===== config.mk =====
export PLATFORM = sky130hd
export DESIGN_NAME = supl_seq
export DESIGN_NICKNAME = d
export VERILOG_FILES = /design/src/rtl/supl_seq.sv
export SDC_FILE = /design/constraint.sdc
export NUM_CORES = 1
export LEC_CHECK = 0
export ABC_CLOCK_PERIOD_IN_PS = 5500
export CAP_MARGIN = 10
export CORE_MARGIN = 2
export CORE_UTILIZATION = 45
export CTS_BUF_LIST = sky130_fd_sc_hd__clkbuf_8
export DETAILED_ROUTE_END_ITERATION = 6
export PLACE_DENSITY_LB_ADDON = 0.15
export RECOVER_POWER = 25
export SKIP_LAST_GASP = 1
export SLEW_MARGIN = 15
export SYNTH_ARGS = -nofsm -noshare
export SYNTH_HDL_FRONTEND = slang
export SYNTH_SLANG_ARGS = --single-unit

===== constraint.sdc =====
create_clock -name i_clk -period 5.5 [get_ports i_clk]
set_clock_uncertainty 0.2 [all_clocks]
set_input_delay 0.55 -clock i_clk [delete_from_list [all_inputs] [get_ports i_clk]]
set_output_delay 0.55 -clock i_clk [all_outputs]
set_load 0.01 [all_outputs]

===== src/rtl/supl_seq.sv =====
// supl_seq: per-start operand sequencer. LOAD computes the XOR word and logic flag, SCAN sums zero-bit indices of a.
// o_drop is registered: it is high the cycle after the edge that saw i_start outside IDLE.
module supl_seq (
  input  logic        i_clk,
  input  logic        i_rst,
  input  logic        i_start,
  input  logic [31:0] i_a,
  input  logic [31:0] i_b,
  input  logic        i_en,
  input  logic        i_sw,
  output logic        o_busy,
  output logic        o_done,
  output logic        o_drop,
  output logic [31:0] o_xor0,
  output logic        o_o,
  output logic [8:0]  o_sum
);

  typedef enum logic [1:0] {
    ST_IDLE = 2'd0,
    ST_LOAD = 2'd1,
    ST_SCAN = 2'd2,
    ST_DONE = 2'd3
  } state_t;

  state_t      r_state;
  logic [31:0] r_a;
  logic [31:0] r_b;
  logic        r_en;
  logic        r_sw;
  logic [8:0]  r_acc;
  logic [4:0]  r_idx;

  logic        w_bit_zero;
  logic [8:0]  w_acc_next;

  function automatic logic [31:0] f_xor_word(input logic [31:0] a, input logic [31:0] b,
                                             input logic en);
    logic [31:0] res;
    if (en) begin
      res = a ^ (b >> 4);
    end else begin
      res = {a[31:16] ^ a[15:0], b[31:16] ^ b[15:0]};
    end
    return res;
  endfunction

  function automatic logic f_logic_flag(input logic a0, input logic b0);
    return ~(((a0 & b0) ^ b0) | a0);
  endfunction

  // Zero-bit index contribution of the bit currently under the scan index
  always_comb begin
    w_bit_zero = ~r_a[r_idx];
    if (w_bit_zero) begin
      w_acc_next = r_acc + {4'd0, r_idx};
    end else begin
      w_acc_next = r_acc;
    end
  end

  // Sequencer state, operand latches, scan accumulator and registered outputs
  always_ff @(posedge i_clk) begin
    if (i_rst) begin
      r_state <= ST_IDLE;
      r_a     <= 32'h0;
      r_b     <= 32'h0;
      r_en    <= 1'b0;
      r_sw    <= 1'b0;
      r_acc   <= 9'd0;
      r_idx   <= 5'd0;
      o_busy  <= 1'b0;
      o_done  <= 1'b0;
      o_drop  <= 1'b0;
      o_xor0  <= 32'h0;
      o_o     <= 1'b0;
      o_sum   <= 9'd0;
    end else begin
      o_done <= 1'b0;
      o_drop <= 1'b0;
      case (r_state)
        ST_IDLE: begin
          if (i_start) begin
            r_a     <= i_a;
            r_b     <= i_b;
            r_en    <= i_en;
            r_sw    <= i_sw;
            o_busy  <= 1'b1;
            r_state <= ST_LOAD;
          end
        end
        ST_LOAD: begin
          o_drop <= i_start;
          if (r_sw) begin
            o_xor0 <= f_xor_word(r_a, r_b, r_en);
            o_o    <= f_logic_flag(r_a[0], r_b[0]);
          end
          r_acc   <= 9'd0;
          r_idx   <= 5'd0;
          r_state <= ST_SCAN;
        end
        ST_SCAN: begin
          o_drop <= i_start;
          r_acc  <= w_acc_next;
          // Bit 31 is folded in on the way into DONE so sum never shows a partial value
          if (r_idx == 5'd31) begin
            o_sum   <= w_acc_next;
            o_done  <= 1'b1;
            o_busy  <= 1'b0;
            r_state <= ST_DONE;
          end else begin
            r_idx <= r_idx + 5'd1;
          end
        end
        ST_DONE: begin
          o_drop  <= i_start;
          r_state <= ST_IDLE;
        end
        default: begin
          o_busy  <= 1'b0;
          r_state <= ST_IDLE;
        end
      endcase
    end
  end

endmodule


### After elaboration in Yosys (flattened, before gate mapping)

Cells that the tools add are included.

| word-level totals | value |
|---|---|
| register bits after elaboration | 127 |
| bits of input ports | 69 |
| output and inout bits | 45 |
| word-level logic and storage cells | 58 |

| cells by class | value |
|---|---|
| add/sub/neg operators | 2 |
| order comparisons | 1 |
| equality and inequality tests | 7 |
| multiplexer cells | 14 |
| bitwise gates (word level) | 9 |
| reduce and logical (&&, ||, !) cells | 12 |

Operator list:

| kind | number |
|---|---|
| $mux W32 | 1 |
| $xor A16 B16 Y16 | 2 |
| $xor A32 B28 Y32 | 1 |
| $pmux W9 S2 | 1 |
| $pmux W5 S2 | 1 |
| $reduce_and A2 Y1 | 5 |
| $add A9 B5 Y9 | 1 |
| $mux W9 | 1 |
| $pmux W2 S4 | 1 |
| $lt A5 B6 Y1 const B | 1 |
| $ne A2 B2 Y1 const B | 3 |
| $add A5 B1 Y5 const B | 1 |
| $bmux W1 S5 | 1 |
| $eq A5 B5 Y1 const B | 1 |
| $mux W5 | 1 |
| $eq A2 B2 Y1 const B | 2 |
| $mux W1 | 4 |
| $mux W2 | 2 |
| $reduce_bool A2 Y1 | 2 |
| $reduce_or A2 Y1 | 2 |
| $not A1 Y1 | 3 |
| $reduce_and A3 Y1 | 1 |
| $reduce_or A3 Y1 | 1 |
| $eq A2 B1 Y1 const B | 1 |
| other kinds (5) | 5 |

### Depth between registers and ports, before layout

Gate-level depths: netlist (run 1).

| logic depth | value |
|---|---|
| word-level depth | 4 |
| depth in mapped cells | 9 |
| depth with buffers taken out | 9 |

### Worst setup path before layout (run 1)

Ideal clock, no wire load.

| timing | value |
|---|---|
| kind | flip-flop to flip-flop |
| from | register r_idx[1] |
| to | register o_sum[5] |
| setup time | 0.091 ns |
| data arrival time | 2.017 ns |
| data required time | 5.209 ns |
| slack | 3.192 ns |
| stages on the path, launching flop included | 10 |
| path buffers | 3 |
| clock period less this slack | 2.308 ns |
| cells stage by stage | dfxtp_1 > buf_6 > buf_4 > mux2i_1 > a22oi_1 > nand3_1 > nand2_1 > clkbuf_1 > or4_1 > a311oi_1 |

| between the ends | value |
|---|---|
| cells in the longest elaborated chain, start to end | 3 |
| elaborated cells on any way between the ends | 6 |
| classes of those cells | add/sub: 1; eq/ne: 1; mux: 3; reduce/logical: 1 |

RTL lines:

| element | RTL line | text |
|---|---|---|
| start: declaration | 32 | `logic [4:0] r_idx;` |
| start signal: assignment | 112 | `r_idx <= r_idx + 5'd1;` |
| $bmux W1 S5 | 54 | `w_bit_zero = ~r_a[r_idx];` |
| $mux W1 (implied by the code) | 54 |  |
| $mux W9 | 55 | `if (w_bit_zero) begin` |
| end signal: assignment | 107 | `o_sum <= w_acc_next;` |
| end: declaration | 16 | `output logic [8:0] o_sum` |

Several ways; a longest one is shown, not always the timed one. The select of a mux whose other input is x is not followed.
A chain may end at the register's enable or synchronous reset.

### Final worst setup path (run 1)

| timing | value |
|---|---|
| from | register r_state[1] |
| to | register o_xor0[15] |

| between the ends | value |
|---|---|
| cells in the longest elaborated chain, start to end | 2 |

RTL lines:

| element | RTL line | text |
|---|---|---|
| start: declaration | 26 | `state_t r_state;` |
| start signal: assignment | 65 | `r_state <= ST_IDLE;` |
| start signal: assignment | 89 | `r_state <= ST_LOAD;` |
| start signal: assignment | 100 | `r_state <= ST_SCAN;` |
| $eq A2 B1 Y1 | 81 | `case (r_state)` |
| $reduce_and A2 Y1 (no line) | - |  |
| end signal: assignment | 95 | `o_xor0 <= f_xor_word(r_a, r_b, r_en);` |
| end: declaration | 14 | `output logic [31:0] o_xor0,` |

Every way passes these cells.

==> results of run 1 <==
[worst max path at each step]
stage          slack, ns                 endpoint  depth (start not counted)                    start
4_1_cts             2.32    r_acc[5]$_SDFFE_PP0P_                          6    r_idx[1]$_SDFFE_PP0P_
3_3_place_gp        2.52    r_acc[5]$_SDFFE_PP0P_                          6    r_idx[1]$_SDFFE_PP0P_
3_5_place_dp        2.34    r_acc[5]$_SDFFE_PP0P_                          6    r_idx[1]$_SDFFE_PP0P_
2_1_floorplan       3.19    o_sum[5]$_SDFFE_PP0P_                          9    r_idx[1]$_SDFFE_PP0P_
5_1_grt             1.42  o_xor0[15]$_SDFFE_PP0P_                          7  r_state[1]$_SDFFE_PP0P_
6_report            1.64  o_xor0[15]$_SDFFE_PP0P_                          7  r_state[1]$_SDFFE_PP0P_
[worst max-delay path: cells and delay by family (launching register included)]
family                     cells  cell delay, ns
buffers and inverters          2            2.03
AOI/OAI and AO/OA              2            0.76
DFF                            1            0.36
adders and majority gates      1            0.18
and+or+nand+nor                2            0.16
[through the flow]
step                instances  setup WS, ns  utilization  hold WS [ns]
detailed placement       1003          2.34        0.546         0.261
CTS                      1035          2.32        0.578         0.271
global route             1035          1.42        0.577         0.295
global placement         1003          2.52        0.546         0.261
floorplan                 766          3.19            -         0.237
finish                   1035          1.64        0.577         0.259
[sequential cells by signal, summed over array words and instances, names as in the netlist]
| register | cells |
|---|---|
| o_busy | 1 |
| r_en | 1 |
| r_a | 32 |
| r_idx | 5 |
| r_acc | 9 |
| o_drop | 1 |
| o_o | 1 |
| r_state | 2 |
| r_b | 32 |
| o_sum | 9 |
| r_sw | 1 |
| o_done | 1 |
| o_xor0 | 32 |
[cell usage after synthesis, drive strengths merged (7+ instances only)]
cell | number | area (um2)
a21oi | 112 | 561
xnor2 | 23 | 201
nand3 | 15 | 75.1
nor2b | 7 | 51.3
o21ai | 8 | 40.0
nor2 | 95 | 359
nor3b | 7 | 52.6
dfxtp | 127 | 2540
a311oi | 8 | 70.1
nand2 | 158 | 593
mux2i | 29 | 290
ha | 10 | 125
a211oi | 17 | 128
clkbuf | 37 | 139
xor2 | 28 | 245
buf | 19 | 106
[power breakdown]
part           switching [uW]  internal, uW
logic                     468           299
registers                 145          1030
clock network             367           479
[cell families (layout without fill, tap and decap cells)]
logic type,Yosys count,in the layout,share of synthesized area
and+or+nand+nor,315,315,0.222
AOI/OAI and AO/OA,172,172,0.169
DFF,127,127,0.419
buffers and inverters,61,154,0.0436
xor gates and xnor gates,51,51,0.0737
muxes,29,29,0.0479
adders and majority gates,11,11,0.0239
[per-layer routing]
layer	GRT usage	share of wire	vias to the layer above
met3	0.0523	0.055	18
met1	0.323	0.48	2534
li1	-	-	2770
met5	0	0	-
met2	0.362	0.45	158
met4	0.0743	0.015	0
[layout make-up]
| class | count | area [um2] | area share |
|---|---|---|---|
| timing repair buffer | 117 | 1150 | 0.151 |
| multi-input combinational | 578 | 3260 | 0.429 |
| tap | 176 | 220 | 0.0289 |
| sequential | 127 | 2540 | 0.334 |
| inverter | 5 | 18.8 | 0.00246 |
| clock inverter | 12 | 143 | 0.0187 |
| clock buffer | 20 | 275 | 0.0361 |
==> results.yml, run 1 <==
outcome:
  status: "finished, violations left"
  violations: "capacitance limit, slew limit"
sta:
  rsz0062_at_grt: "false"
  clock.fmax_ghz: 0.259
  setup_viol: 0
  drv_slew: 132
  hold_viol_final: 0
  period_needed_ns: 3.86
  relSlewSlack: -0.893
  worstMarginPinSlew_ns: 2.84
  finalCritPeriodShare: 0.701
  tns_ns: 0
global_routing:
  track_usage: 0.233
  grt_pass1_vias: 5252
  grt_pass1_wl_mm: 26.7
  grt_start_max_net_pins: 95
  overflow: 0
  antenna_found_initial: 0
place:
  place_congestion: 0.883
  dpl_cell_area_mm2: 0.00721
  portBuffers: 113
  hpwl_mm: 11.5
synth:
  synthFlopType: "dfxtp_1"
  ys_warn_count: 0
  ys_seq_area_frac: 0.419
  synth.ff_latch_count: 127
  netlist_area_mm2: 0.00606
  syn_inst: 766
  synth.distinct_cells: 50
  synth.avg_cell_area_um2: 7.91
  async_flop_share: 0
  synth_edf_count: 0
  synth_nets: 846
clock_network:
  ctsHtreeMaxLevel: 4
  cts.clk_slew.worst_paths_ns: 0.07
  cts_tree: "yes"
  holdBufCountCts: 0
  post_cts_buffers: 0
  cts_buffers: 17
  root_buffer: "clkbuf_8"
  postCtsResizedCells: 0
  clock_sinks: 127
  cts_buffer_depth: 2
  worstSkewPairLatency_ns: 0.44
floorplan:
  die_y_um: 120
  fp.dieW_um: 120
  rows: 42
  core_mm2: 0.0132
  initial_core_util: 0.459
  ios: 114
  die-area_mm2: 0.0144
setup_path:
  rrSetupSlack_ns: 1.64
  crit_path_start_kind: "flop"
  reg2reg_from: "r_state[1]$_SDFFE_PP0P_"
  rr_endpoint: "o_xor0[15]$_SDFFE_PP0P_"
  critPathKind: "reg2reg"
  cp_cell_sequence: "inv_1 > ha_1 > nand2_1 > clkbuf_1 > a211oi_1 > a21oi_1 > nor2_1"
  reg2reg_depth: 7
  worstPathArrival_ns: 3.96
  endpoint_kind: "flop"
  crit_fanout: 64
  slowest_stage: "clkbuf_1"
  critPathRequiredTime_ns: 5.60
  cp_slowest_stage_delay_ns: 1.96
routing:
  drt_first_pass_iters: 5
  routed_wl_mm: 16.4
  wl_per_cell_um: 15.8
  drtIter0Drc: 342
  via_count: 5480
  via_per_inst: 5.29
  drc: 0
  ant_nets: 0
job:
  drv_cap: 2
finish:
  nNetsFinal: 926
  drive_gt1_frac: 0.0489
  most-common-layout-cells: "nand2_1 (157), dfxtp_1 (126), a21oi_1 (112)"
  antenna_cells: 0
  design_area_mm2: 0.00762
  n_fill_cell: 1206
  area_growth_pct: 25.7
  final_common_cell: "nand2_1"
hold_path:
  min_path_cells: 2
  hold_path_class: "reg2reg"
  worstHoldEndpoint: "r_sw$_SDFFE_PP0P_"
  hp-start: "r_sw$_SDFFE_PP0P_"
power:
  p_per_area_mw_per_mm2: 367
  power.total_uw: 2790
  cellLeakagePower_uw: 0.00282
  peakVddDrop_mv: 0.163
Note: power is estimated with default switching activity, not from simulation.
==> inputs of run 2 (changes only) <==
ABC_CLOCK_PERIOD_IN_PS = 3500   (was 5500)
clock period = 3.5 ns   (was 5.5 ns; I/O delays follow)
==> results.yml, run 2 (synthesized netlist as in run 1, its figures left out) <==
finish:
  area_growth_pct: 26.3
  drive_gt1_frac: 0.0611
  final_util: 0.581
  most-common-layout-cells: "nand2_1 (157), dfxtp_1 (126), a21oi_1 (112)"
  antenna_cells: 0
  nNetsFinal: 934
  final_common_cell: "nand2_1"
  n_fill_cell: 1256
  reg_top3: "o_xor0: 32 flops, r_a: 32 flops, r_b: 32 flops"
place:
  portBuffers: 113
  place_congestion: 0.892
  hpwl_mm: 11.9
sta:
  hold_viol_final: 0
  relSlewSlack: 0.0700
  finalCritPeriodShare: 0.814
  rsz0062_at_grt: "false"
  tns_ns: 0
  period_needed_ns: 2.85
  setup_viol: 0
  worstMarginPinSlew_ns: 1.39
  clock.fmax_ghz: 0.351
  drv_slew: 0
floorplan:
  die-area_mm2: 0.0144
  fp.dieW_um: 120
  die_y_um: 120
  ios: 114
  core_mm2: 0.0132
  initial_core_util: 0.459
  rows: 42
routing:
  drt_first_pass_iters: 5
  ant_nets: 0
  wl_per_cell_um: 15.8
  drc: 0
  via_count: 5509
  drtIter0Drc: 413
  via_per_inst: 5.28
  routed_wl_mm: 16.5
job:
  drv_cap: 0
clock_network:
  postCtsResizedCells: 0
  cts.clk_slew.worst_paths_ns: 0.08
  root_buffer: "clkbuf_8"
  ctsHtreeMaxLevel: 4
  cts_buffer_depth: 2
  holdBufCountCts: 0
  worstSkewPairLatency_ns: 0.45
  cts_tree: "yes"
  cts_buffers: 17
  post_cts_buffers: 0
  clock_sinks: 127
power:
  peakVddDrop_mv: 0.253
  power.internal_uw: 2780
  pwr-share-clk: 0.288
  p_sw_uw: 1590
  sw_frac_of_total: 0.364
  comb_power_share: 0.292
  p_per_area_mw_per_mm2: 570
  cellLeakagePower_uw: 0.00290
  power.total_uw: 4360
  pwr-share-seq: 0.420
global_routing:
  antenna_found_initial: 0
  busiest_layer: "met2"
  met3_usage: 0.0513
  use_met2: 0.357
  overflow: 0
  grt_pass1_vias: 5277
  grtUsageMet1: 0.332
  grt_start_max_net_pins: 71
  grt_pass1_wl_mm: 26.5
  track_usage: 0.235
setup_path:
  critPathRequiredTime_ns: 3.64
  cp_common_cell: "clkbuf_2"
  worstPathArrival_ns: 2.99
  cp_slowest_stage_delay_ns: 1.18
  critPathKind: "in2reg"
  endpoint_kind: "flop"
  crit_fanout: 70
  reg2reg_from: "r_idx[0]$_SDFFE_PP0P_"
  slowest_stage: "clkbuf_2"
  cp_cell_sequence: "clkbuf_2 > clkbuf_2 > nor2_1 > a211o_1"
  crit_path_start_kind: "input port"
  cp-startpoint: "i_rst"
hold_path:
  hp-start: "i_b[2]"
  hold_path_class: "in2reg"
outcome:
  status: "complete, no violations"
==> run 2: path summary, 6_finish.rpt <==
check	endpoint	slack [ns]	cells after the start
worst max register to register	o_sum[8]$_SDFFE_PP0P_	0.78	8
worst max-delay path	r_acc[0]$_SDFFE_PP0P_	0.65	4
worst min-delay path	r_b[2]$_SDFFE_PP0P_	0.24	3
worst min register to register	r_sw$_SDFFE_PP0P_	0.27	2
==> run 2: per-stage QoR <==
step	worst slack [ns]	hold slack, ns	area [um2]	instances
after global placement	0.914	0.259	7280	1011
after detailed placement	0.828	0.266	7280	1011
after global routing	0.408	0.226	7660	1043
after floorplan	1.19	0.237	6060	766
after CTS	0.803	0.208	7670	1043
final	0.651	0.238	7660	1043
==> run 2: cell type report <==
| cell class | instances | area [um2] | share of cell area |
|---|---|---|---|
| Multi-Input combinational cell | 578 | 3260 | 0.426 |
| Sequential cell | 127 | 2540 | 0.332 |
| Timing Repair Buffer | 125 | 1220 | 0.160 |
| Clock buffer | 18 | 248 | 0.0324 |
| Tap cell | 176 | 220 | 0.0288 |
| Clock inverter | 14 | 140 | 0.0183 |
| Inverter | 5 | 18.8 | 0.00245 |
==> run 2: critical path: cells and delay by family <==
kind                   cells  cell delay (ns)
buffers and inverters      2             2.17
and+or+nand+nor            1             0.13
AOI/OAI and AO/OA          1             0.33
==> run 2: layer usage <==
layer	routed length (um)	up-vias	share of wire
li1	-	2777	-
met2	7410	153	0.45
met5	0	-	0
met1	7980	2560	0.48
met3	928	19	0.056
met4	205	0	0.012
==> run 2: power groups by stage <==
stage | clock, uW | combinational, uW | sequential, uW
after floorplan | 0 | 899 | 1790
after global placement | 0 | 1260 | 1860
after detailed placement | 0 | 1280 | 1870
after CTS | 1280 | 1290 | 1830
after global routing | 1340 | 1420 | 1860
final | 1260 | 1270 | 1830
